### src/rtl/tag_lookup_pkg.sv
// Shared types and helpers for the tag lookup stage: entry layout and
// small one-hot / population helpers over a way vector.
package tag_lookup_pkg;

  localparam int DEF_SETS      = 2048;
  localparam int DEF_WAYS      = 4;
  localparam int DEF_TAG_WIDTH = 20;

  // One tag array entry; valid sits in the MSB so the packed form matches
  // the {valid, tag} layout the array stores.
  typedef struct packed {
    logic                     valid;
    logic [DEF_TAG_WIDTH-1:0] tag;
  } tag_entry_t;

  typedef logic [DEF_WAYS-1:0] way_vec_t;

  // Isolate the lowest set bit; returns zero for a zero input.
  function automatic way_vec_t onehot_lowest(input way_vec_t v);
    return v & (~v + way_vec_t'(1));
  endfunction

  // True when more than one bit is set: clearing the lowest set bit
  // leaves something behind.
  function automatic logic popcount_gt1(input way_vec_t v);
    return |(v & (v - way_vec_t'(1)));
  endfunction

endpackage

### src/rtl/tag_compare.sv
// Combinational compare of all ways of one set against a request tag.
// Produces the raw hit vector, the priority hit way, a multihit flag and
// the lowest invalid way as a replacement candidate.
module tag_compare
  import tag_lookup_pkg::*;
(
  input  tag_entry_t                 entries [DEF_WAYS],
  input  logic [DEF_TAG_WIDTH-1:0]   tag,
  output logic [DEF_WAYS-1:0]        hit_vec,
  output logic [DEF_WAYS-1:0]        hit_way,
  output logic                       multihit,
  output logic [DEF_WAYS-1:0]        inv_victim,
  output logic                       any_invalid
);

  logic [DEF_WAYS-1:0] inv_vec;

  // Per-way match and invalid detection, then priority reduction.
  // NOTE: every output of a combinational block gets a default before any
  // conditional logic so no path leaves a value unassigned (no latches).
  always_comb begin
    hit_vec = '0;
    inv_vec = '0;
    for (int i = 0; i < DEF_WAYS; i++) begin
      hit_vec[i] = entries[i].valid & (entries[i].tag == tag);
      inv_vec[i] = ~entries[i].valid;
    end
    hit_way     = onehot_lowest(hit_vec);
    multihit    = popcount_gt1(hit_vec);
    inv_victim  = onehot_lowest(inv_vec);
    any_invalid = |inv_vec;
  end

endmodule

### src/rtl/tag_lookup.sv
// Tag lookup stage around a synchronous-read tag array.
// S0: request handshake drives the array read. S1: array data returns, is
// patched by concurrent updates, compared. S2: registered response with
// valid/ready. Victim falls back to a round-robin pointer when every way is
// valid; the pointer is applied at S2 so back-to-back misses see each
// other's advance.
module tag_lookup
  import tag_lookup_pkg::*;
#(
  parameter int SETS        = DEF_SETS,
  parameter int WAYS        = DEF_WAYS,
  parameter int TAG_WIDTH   = DEF_TAG_WIDTH,
  parameter int SET_WIDTH   = $clog2(SETS),
  parameter int ENTRY_WIDTH = TAG_WIDTH + 1
) (
  input  logic                   clk,
  input  logic                   reset,

  input  logic                   req_valid,
  output logic                   req_ready,
  input  logic [SET_WIDTH-1:0]   req_set,
  input  logic [TAG_WIDTH-1:0]   req_tag,

  input  logic                   upd_valid,
  input  logic [SET_WIDTH-1:0]   upd_set,
  input  logic [WAYS-1:0]        upd_way,
  input  logic [ENTRY_WIDTH-1:0] upd_entry,

  output logic                   arr_ren,
  output logic [SET_WIDTH-1:0]   arr_raddr,
  input  logic [ENTRY_WIDTH-1:0] arr_rdata [WAYS],
  output logic                   arr_wen,
  output logic [SET_WIDTH-1:0]   arr_waddr,
  output logic [WAYS-1:0]        arr_cs,
  output logic [ENTRY_WIDTH-1:0] arr_wdata [WAYS],

  output logic                   resp_valid,
  input  logic                   resp_ready,
  output logic                   resp_hit,
  output logic [WAYS-1:0]        resp_way,
  output logic                   resp_multihit,
  output logic [WAYS-1:0]        resp_victim,
  output logic [SET_WIDTH-1:0]   resp_set,
  output logic [TAG_WIDTH-1:0]   resp_tag
);

  localparam int PTR_W = $clog2(WAYS);

  // Pipeline control
  logic                  advance;
  logic                  req_fire;

  // S1 state and derived data
  logic                  s1_valid;
  logic                  s1_first;
  logic [SET_WIDTH-1:0]  s1_set;
  logic [TAG_WIDTH-1:0]  s1_tag;
  tag_entry_t            s1_hold    [WAYS];
  tag_entry_t            s1_entries [WAYS];
  logic                  s1_upd_match;

  // Compare results
  logic [WAYS-1:0]       cmp_hit_vec;
  logic [WAYS-1:0]       cmp_hit_way;
  logic                  cmp_multihit;
  logic [WAYS-1:0]       cmp_inv_victim;
  logic                  cmp_any_invalid;
  logic                  cmp_hit;

  // S2 state
  logic                  s2_valid;
  logic                  s2_hit;
  logic [WAYS-1:0]       s2_way;
  logic                  s2_multihit;
  logic [WAYS-1:0]       s2_inv_victim;
  logic                  s2_use_rr;
  logic [SET_WIDTH-1:0]  s2_set;
  logic [TAG_WIDTH-1:0]  s2_tag;

  logic [PTR_W-1:0]      rr_ptr;

  // Handshake: S2 can take new data when empty or being drained; S1 can
  // take a new request when empty or moving into S2.
  assign advance   = ~s2_valid | resp_ready;
  assign req_ready = ~s1_valid | advance;
  assign req_fire  = req_valid & req_ready;

  // S0 array read
  assign arr_ren   = req_fire;
  assign arr_raddr = req_set;

  // Array write port is a straight pass-through of the update strobe.
  assign arr_wen   = upd_valid;
  assign arr_waddr = upd_set;
  assign arr_cs    = upd_way;

  // Replicate the update entry to every way; the mask picks the targets.
  always_comb begin
    for (int i = 0; i < WAYS; i++) begin
      arr_wdata[i] = upd_entry;
    end
  end

  assign s1_upd_match = upd_valid & (upd_set == s1_set);

  // Select fresh array data on the first S1 cycle, held data afterwards,
  // and overlay any same-set update onto the targeted ways.
  always_comb begin
    for (int i = 0; i < WAYS; i++) begin
      s1_entries[i] = s1_first ? tag_entry_t'(arr_rdata[i]) : s1_hold[i];
      if (s1_upd_match && upd_way[i]) begin
        s1_entries[i] = tag_entry_t'(upd_entry);
      end
    end
  end

  tag_compare u_tag_compare (
    .entries     (s1_entries),
    .tag         (s1_tag),
    .hit_vec     (cmp_hit_vec),
    .hit_way     (cmp_hit_way),
    .multihit    (cmp_multihit),
    .inv_victim  (cmp_inv_victim),
    .any_invalid (cmp_any_invalid)
  );

  assign cmp_hit = |cmp_hit_vec;

  // S1 occupancy and first-cycle tracking.
  // NOTE: clocked state uses non-blocking assignments so every register
  // samples pre-edge values regardless of statement order.
  always_ff @(posedge clk or negedge reset) begin
    if (!reset) begin
      s1_valid <= 1'b0;
      s1_first <= 1'b0;
    end else if (req_fire) begin
      s1_valid <= 1'b1;
      s1_first <= 1'b1;
    end else begin
      if (advance) s1_valid <= 1'b0;
      s1_first <= 1'b0;
    end
  end

  // S1 payload and the patched entry snapshot used while stalled.
  // NOTE: these datapath registers carry no reset; they are only consumed
  // while s1_valid/s1_first qualify them, so resetting them buys nothing.
  always_ff @(posedge clk) begin
    if (req_fire) begin
      s1_set <= req_set;
      s1_tag <= req_tag;
    end
    if (s1_valid) begin
      for (int i = 0; i < WAYS; i++) begin
        s1_hold[i] <= s1_entries[i];
      end
    end
  end

  // S2 response register and round-robin pointer advance on miss handshakes
  // that had to fall back to the pointer.
  always_ff @(posedge clk or negedge reset) begin
    if (!reset) begin
      s2_valid      <= 1'b0;
      s2_hit        <= 1'b0;
      s2_way        <= '0;
      s2_multihit   <= 1'b0;
      s2_inv_victim <= '0;
      s2_use_rr     <= 1'b0;
      s2_set        <= '0;
      s2_tag        <= '0;
      rr_ptr        <= '0;
    end else begin
      if (s1_valid && advance) begin
        s2_valid      <= 1'b1;
        s2_hit        <= cmp_hit;
        s2_way        <= cmp_hit_way;
        s2_multihit   <= cmp_multihit;
        s2_inv_victim <= (!cmp_hit && cmp_any_invalid) ? cmp_inv_victim : '0;
        s2_use_rr     <= !cmp_hit && !cmp_any_invalid;
        s2_set        <= s1_set;
        s2_tag        <= s1_tag;
      end else if (resp_ready) begin
        s2_valid <= 1'b0;
      end
      if (s2_valid && resp_ready && !s2_hit && s2_use_rr) begin
        rr_ptr <= rr_ptr + PTR_W'(1);
      end
    end
  end

  assign resp_valid    = s2_valid;
  assign resp_hit      = s2_hit;
  assign resp_way      = s2_way;
  assign resp_multihit = s2_multihit;
  assign resp_victim   = s2_use_rr ? (WAYS'(1) << rr_ptr) : s2_inv_victim;
  assign resp_set      = s2_set;
  assign resp_tag      = s2_tag;

endmodule

### config.mk
export PLATFORM = sky130hd
export DESIGN_NAME = tag_lookup
export DESIGN_NICKNAME = d
export VERILOG_FILES = /design/src/rtl/tag_lookup_pkg.sv /design/src/rtl/tag_compare.sv /design/src/rtl/tag_lookup.sv
export SDC_FILE = /design/constraint.sdc
export NUM_CORES = 1
export LEC_CHECK = 0
export ABC_AREA = 1
export CAP_MARGIN = 40
export CORE_ASPECT_RATIO = 1.25
export CORE_MARGIN = 5
export CORE_UTILIZATION = 25
export DETAILED_ROUTE_END_ITERATION = 6
export SYNTH_ARGS = -nofsm -noshare
export SYNTH_HDL_FRONTEND = slang
export SYNTH_HIERARCHICAL = 1
export SYNTH_SLANG_ARGS = --single-unit
### constraint.sdc
create_clock -name clk -period 5.6 [get_ports clk]
set_input_delay 0.56 -clock clk [delete_from_list [all_inputs] [get_ports clk]]
set_output_delay 0.56 -clock clk [all_outputs]
set_load 0.02 [all_outputs]
==> results of run 1 <==
-- synth_stat cells (7+ instances only) --
library cell	number
inv_2	18
buf_6	7
edfxtp_1	115
buf_4	113
clkbuf_1	15
o22ai_1	9
inv_1	75
nand2_1	462
o21ai_0	23
xnor2_1	11
buf_2	24
nand3_1	12
dfrtp_1	47
nor2_1	52
nand4_1	87
mux2_2	84
-- logic make-up after synthesis --
logic type                 Yosys count
and+or+nand+nor                    631
buffers and inverters              258
DFF                                162
muxes                               84
AOI/OAI and AO/OA                   44
xor gates and xnor gates            17
adders and majority gates            4
-- cell type report --
type	count	area, µm²	share of cell area
Antenna cell	1	2.50	0.000184
Clock buffer	17	425	0.0313
Clock inverter	15	121	0.00892
Inverter	94	353	0.0259
Multi-Input combinational cell	780	4070	0.299
Sequential cell	162	4630	0.341
Tap cell	546	683	0.0502
Timing Repair Buffer	332	3310	0.243
-- power by group through the flow --
stage | clock network (mW) | logic, mW | registers, mW
after global routing | 1.22 | 1.37 | 1.65
final | 1.14 | 1.26 | 1.63
after global placement | 0 | 1.24 | 1.65
after floorplan | 0 | 0.637 | 1.72
after CTS | 1.16 | 1.27 | 1.63
after detailed placement | 0 | 1.26 | 1.66
-- flip-flops by register name (all words and copies together), names as in the netlist --
name	count
s1_hold	84
resp_tag	20
s1_tag	20
resp_set	11
s1_set	11
resp_way	4
s2_inv_victim	4
rr_ptr	2
resp_hit	1
resp_multihit	1
resp_valid	1
s1_first	1
s1_valid	1
s2_use_rr	1
-- per-stage QoR --
stage	worst slack, ns	cells	hold WS, ns	instance area, µm²
finish	1.99	1947	0.229	13600
global route	1.70	1947	0.282	13600
CTS	2.03	1946	0.242	13600
detailed placement	1.58	1914	0.470	13100
global placement	1.62	1912	0.462	13000
floorplan	1.73	1200	0.264	10200
-- critical path, delay by kind of cell --
family / cells / cell delay [ns]
AND/OR/NAND/NOR: 15 / 1.94
AO/OA/AOI/OAI: 1 / 0.13
buffers and inverters: 5 / 1.23
-- placed cells by master (no fill, tap or decap), types with 3 or more instances in the layout --
cell,count
or2_1,3
inv_6,6
nor2_2,5
nand3_1,12
edfxtp_1,115
nor2_4,3
dfrtp_1,45
xnor2_1,11
mux2_2,84
nand3_2,4
ha_1,4
o21ai_0,23
buf_4,19
clkdlybuf4s50_1,309
o22ai_1,9
o21ai_1,5
inv_4,3
xor2_1,6
inv_1,75
a21oi_1,3
nor2_1,52
inv_2,18
nand4_1,87
clkbuf_16,17
nand2_1,461
-- metal layers --
| layer | wire length (µm) | vias up |
|---|---|---|
| met5 | 0 | - |
| met4 | 1730 | 0 |
| met3 | 2460 | 79 |
| met2 | 18700 | 375 |
| met1 | 14900 | 4050 |
| li1 | - | 4215 |
-- how the worst max path moves through the flow --
stage	startpoint	end	slack [ns]	cells after the start
after floorplan	s1_valid$_DFFE_PN0P_	arr_ren	1.73	3
after global placement	upd_set[6]	s2_use_rr$_DFFE_PN0P_	1.62	21
after detailed placement	upd_set[6]	s2_inv_victim[2]$_DFFE_PN0P_	1.58	21
after CTS	upd_set[6]	s2_use_rr$_DFFE_PN0P_	2.03	21
after global routing	upd_set[9]	s2_inv_victim[2]$_DFFE_PN0P_	1.70	21
final	upd_set[6]	s2_use_rr$_DFFE_PN0P_	1.99	21
==> results.md, run 1 <==
* Crit. End Element: flop
* Mux cell area share after synthesis at 0.0930
* Top-area cell type share of the netlist area at 0.339
* RR Startpoint: s1_set[7]$_DFFE_PP_
* Final antenna-violating net count at 0
* Crit path kind: input pin to flop
* Arrival @ worst endpoint at ~3.9 ns
* Setup Skew at 0.0125 ns
* Main combinational cell family by area after synthesis: simple AND/OR/NAND/NOR gates
* Share of cells above drive strength 1 at 0.124
* Pin count of the biggest net entering global routing at 48
* Power, Total at 4.03 mW
* CTS Buf Count at 17
* Max IR drop VDD at 0.000207 V
* Post-DR wirelength/cell at 19.4 µm
* Vias at 8719
* Slowest stage cell on the critical path: clkdlybuf4s50_1
* Most used routing layer: met2
* Synthesized area at 10200 µm²
* Net switching power at between 1 and 1.5 mW
* Clock Latency Late Sink at 0.44 ns
* Synth Area in Compound Gates at 0.0239
* Slowest Stage Delay on Critical Path at 0.50 ns
* Global-route met2 utilization at 0.280
* Sw Share at 0.343
* Hold Crit Class: input pin to asynchronous set/reset pin
* CP Launch Type: input pin
* Nets at 1547
* Rel. slew slack at 0.387
* Die area at approximately 45000 µm²
* Post-synth EDFFs at 115
* Outcome: finished clean
* Core area at 40200 µm²
* Leak at 5.87 nW
* Initial cell density of the core at 0.253
* Clk network pwr share at 0.282
* CTS Hold Bufs at 0
* Flop and latch count out of synthesis at 162
* Setup TNS at 0 ns
* Fill cell count at 4197
* IO Pins at 311
* Syn Inst Count at 1200
* Critical path cell sequence: clkdlybuf4s50_1 > inv_1 > nand2_1 > nand2_1 > nor2_1 > nand2_1 > nor2_4 > buf_4 > nand4_1 > nand2_1 > inv_1 > nand2_1 > nand2_1 > nor2_1 > nand2_1 > nor2_2 > nand3_2 > inv_1 > nor2_1 > nand3_1 > o21ai_0
* RSZ-0062 raised after global routing: false
* First-pass GRT wire length at 55600 µm
* CTS sink cnt at 162
* CTS tree: built
* Critical Path Most Common Cell: nand2_1
* Min Tclk post-route at between 3 and 4 ns
* RR Endpoint: s2_use_rr$_DFFE_PN0P_
* Final Max Tran Viols at 0
* Die width at 190 µm
* Antenna violations before repair at 1
* Number of global-route vias before repair at 8964
* Ys async rst share at 0.290
* Number of H-tree levels at 4
* Sequential share of power at 0.405
* Final WL at around 38000 µm
* Die height at 236 µm
* Flop2flop setup slack at 2.21 ns
* Post-CTS Resized at 0
* Worst-Margin Slew at 0.916 ns
* Overflow after GRT at 0
* DR iter-0 viols at 582
* Vias per cell at 4.48
* Leading post-synthesis cells by cell area: edfxtp_1 (34%), nand2_1 (17%), dfrtp_1 (12%), mux2_2 (9.3%), buf_4 (8.3%)
* Synthesis-to-finish area growth at 33.7%
* Max Cap Viol at 0
* Clock Tree Buf Depth at 2
* Max Freq at 277 MHz
* Syn_nets at around 1400
* PortBufs at a little over 300
* Root Driver: clkbuf_16
* Row count at between 80 and 90
* Final hold violations at 0
* Top_reg_cell synth: edfxtp_1
* Pre-antenna DRT Iters at 5
* P_int at 2.65 mW
* Worst reg2reg path depth at 19
* Post-Synth Adder-Cell Area at 0.00492
* GP Congestion at 0.906
* Clock-pin slew on the worst setup and hold paths at 0.07 ns
* Data required, critical path at ~5.9 ns
* Xor/xnor cell area share of the yosys netlist at 0.0146
* Worst-path fanout max at 44
* Sequential area share after synthesis at 0.455
* Unique masters post-synth at 33
* Avg Cell Area, Syn at 8.48 µm²
* Endpoints failing setup at 0
* Power density over the cells at slightly below 300 nW/µm²
* Final HPWL DP at 29100 µm
* Post-CTS Setup Bufs at 0
* Logic pwr share at 0.313
* Met1 usage at 0.190
* Final core occ at 0.338
* DRC at 0
* Dominant cell type by area after synthesis: edfxtp_1
* GR Util met3 at 0.0418
* Post-Synth Simple-Gate Area at 0.264
* Gr usage total at 0.164
* Final period utilization at 0.644
* Ys Warns at 6
Power figures use the tool's default switching activity.
==> inputs of run 2 (changes only) <==
==> constraint.sdc (replaced) <==
create_clock -name clk -period 3.6 [get_ports clk]
set_input_delay 0.36 -clock clk [delete_from_list [all_inputs] [get_ports clk]]
set_output_delay 0.36 -clock clk [all_outputs]
set_load 0.02 [all_outputs]
==> results.md, run 2 (same netlist as run 1, synthesis figures left out) <==
* DRC at 0 (unchanged)
* Commonest non-fill, non-tap cell in the layout: nand2_1
* FF+latch area at 4630 µm² (unchanged)
* Worst setup margin at 0.566 ns (-1.43 ns)
* Final period utilization at 0.843
* Crit. End Element: flop
* Slowest stage cell on the critical path: edfxtp_1
* Clock Tree Buf Depth at 2 (unchanged)
* Worst-path fanout max at 34 (-23%)
* CP top delay family: simple AND/OR/NAND/NOR gates
* Vias per cell at 4.52 (+0.97%)
* Final antenna-violating net count at 0 (unchanged)
* Pre-CTS setup slack at 0.137 ns (-1.45 ns)
* Max IR drop VDD at 0.000281 V (+36%)
* Number of H-tree levels at 4 (unchanged)
* Row count at 82 (unchanged)
* Die area at 44900 µm² (unchanged)
* Clk network pwr share at 0.292 (+0.010)
* Gr usage total at 0.166 (+0.00197)
* Clock-pin slew on the worst setup and hold paths at 0.08 ns (about the same)
* Initial cell density of the core at 0.253 (unchanged)
* Pin count of the biggest net entering global routing at 58 (+21%)
* PortBufs at 310 (unchanged)
* CTS Buf Count at 17 (unchanged)
* Share of cells above drive strength 1 at 0.130 (+0.00612)
* Die height at 236 µm (unchanged)
* Die width at 190 µm (unchanged)
* Final Max Tran Viols at 0 (unchanged)
* RSZ-0062 raised after global routing: false
* Hold Crit Class: input pin to asynchronous set/reset pin
* Post-CTS Setup Bufs at 0 (unchanged)
* Placed instance count at 1924 (+0.52%)
* Sw Share at 0.337 (-0.00608)
* CTS sink cnt at 162 (unchanged)
* Min Tclk post-route at 3.03 ns
* Rel. slew slack at 0.462 (+0.0749)
* Worst-Margin Slew at 0.807 ns (-0.109 ns)
* Overflow after GRT at 0 (unchanged)
* Sequential share of power at 0.400 (-0.005)
* Final WL at 38500 µm (+1.9%)
* Post-DR wirelength/cell at 19.7 µm (+1.3%)
* Number of global-route vias before repair at 9016 (+0.58%)
* Core area at 40200 µm² (unchanged)
* Clock Latency Late Sink at 0.44 ns (about the same)
* RR Endpoint: s2_inv_victim[3]$_DFFE_PN0P_
* Most frequent cells in the layout: nand2_1 (461), clkdlybuf4s50_1 (309), edfxtp_1 (115)
* Slowest Stage Delay on Critical Path at 0.40 ns (-0.10 ns)
* Worst reg2reg path depth at 18 (-1)
* GP Congestion at 0.890 (-1.7%)
* IO Pins at 311 (unchanged)
* Nets at 1558 (+0.71%)
* Max Freq at 330 MHz
* Synthesis-to-finish area growth at 35.0%
* DR iter-0 viols at 593 (+1.9%)
* Max Cap Viol at 0 (unchanged)
* Setup Skew at 0.0144 ns (+0.00188 ns)
* Fill cell count at 4209 (+0.29%)
* P_int at 4.22 mW (+60%)
* Max FFs per register at 84 (unchanged)
* Flop2flop setup slack at 0.57 ns (-1.64 ns)
* Area of the multi-input gates at 4070 µm² (unchanged)
* Vias at 8853 (+1.5%)
* Antenna violations before repair at 1 (unchanged)
* Endpoints failing setup at 0 (unchanged)
* Post-CTS Resized at 0 (unchanged)
* Logic pwr share at 0.308 (-0.005)
* CTS tree: built
* Critical Path Most Common Cell: nand2_1
* Root Driver: clkbuf_16
* Buffers and inverters on the worst path at 4 (-1)
* Outcome: finished clean
* CP Launch Type: flop
* Pre-antenna DRT Iters at 6 (+1)
* Cell Count, Final, Fillers Out at 1958 (+0.56%)
* Setup TNS at 0 ns (unchanged)
* Arrival @ worst endpoint at 3.33 ns (-0.58 ns)
* Final core occ at 0.341 (+0.00333)
* Crit path kind: flop to flop
* Biggest register: s1_hold
* Final HPWL DP at 29500 µm (+1.3%)
* Critical path cell sequence: xnor2_1 > nand2_1 > nor2_4 > buf_12 > buf_4 > nand4_1 > nand2_1 > inv_1 > nand2_1 > o21ai_0 > nor2_1 > nand2_1 > nor2_1 > inv_2 > nor2_4 > nor2_1 > nand3_1 > o22ai_1
* Data required, critical path at 3.90 ns (-2.00 ns)
* Leak at 5.94 nW (+1.2%)
* Power density over the cells at 464 nW/µm² (+57%)
* Net switching power at 2.15 mW (+55%)
* First-pass GRT wire length at 56300 µm (+1.3%)
* RR Startpoint: s1_set[5]$_DFFE_PP_
* Final hold violations at 0 (unchanged)
[run 2: changes by cell type in the layout (fill, tap and decap cells not counted), moves of 2 or more]
cell,previous run,this run
buf_4,19,28
inv_6,6,9
buf_12,2,4
clkbuf_16,17,19
clkinv_4,2,0
inv_4,3,1
[run 2: worst max path at each step]
stage / start / endpoint / cells after the start
global placement: upd_set[5] / s2_inv_victim[0]$_DFFE_PN0P_ / 19
CTS: s1_set[5]$_DFFE_PP_ / s2_inv_victim[1]$_DFFE_PN0P_ / 18
finish: s1_set[5]$_DFFE_PP_ / s2_inv_victim[3]$_DFFE_PN0P_ / 18
detailed placement: upd_set[5] / s2_use_rr$_DFFE_PN0P_ / 19
global route: s1_set[5]$_DFFE_PP_ / s2_use_rr$_DFFE_PN0P_ / 18
floorplan: s1_valid$_DFFE_PN0P_ / s1_set[0]$_DFFE_PP_ / 3
[run 2: power groups by stage]
stage          combinational, mW  clock (mW)  sequential, mW
2_1_floorplan              0.990           0            2.67
3_3_place_gp                1.96           0            2.57
3_5_place_dp                1.97           0            2.58
4_1_cts                     1.98        1.91            2.55
5_1_grt                     2.12        1.99            2.58
6_report                    1.96        1.86            2.55
[run 2: worst register-to-register path, delay by kind of cell (launching register included)]
family / cells / cell delay (ns)
AO/OA/AOI/OAI: 2 / 0.19
XOR/XNOR: 1 / 0.19
buffers and inverters: 4 / 0.67
flip-flops: 1 / 0.40
AND/OR/NAND/NOR: 11 / 1.44
[run 2: metrics by stage]
stage / power [mW] / cell area (µm²) / hold slack, ns
2_1_floorplan: 3.66 / 10200 / 0.0644
3_3_place_gp: 4.53 / 13100 / 0.357
3_5_place_dp: 4.55 / 13100 / 0.364
4_1_cts: 6.44 / 13700 / 0.417
5_1_grt: 6.70 / 13700 / 0.442
6_report: 6.37 / 13700 / 0.415
[run 2: layout make-up]
| class | count | share of cell area |
|---|---|---|
| multi-input combinational | 780 | 0.297 |
| inverter | 94 | 0.0257 |
| timing repair buffer | 343 | 0.247 |
| sequential | 162 | 0.337 |
| clock buffer | 20 | 0.0356 |
| antenna | 1 | 0.000182 |
| tap | 546 | 0.0497 |
| clock inverter | 12 | 0.00738 |
[run 2: routing by layer]
| metal | vias up | global-route usage | wire [µm] |
|---|---|---|---|
| li1 | 4246 | - | - |
| met1 | 4211 | 0.195 | 15300 |
| met2 | 348 | 0.291 | 19700 |
| met3 | 48 | 0.0430 | 2570 |
| met4 | 0 | 0.0557 | 1010 |
| met5 | - | 0 | 0 |
[run 2: timing repair]
action                     4_1_cts  5_1_grt
hold buffers                     1        0
hold endpoints to repair        18        0
setup endpoints to repair        0        0
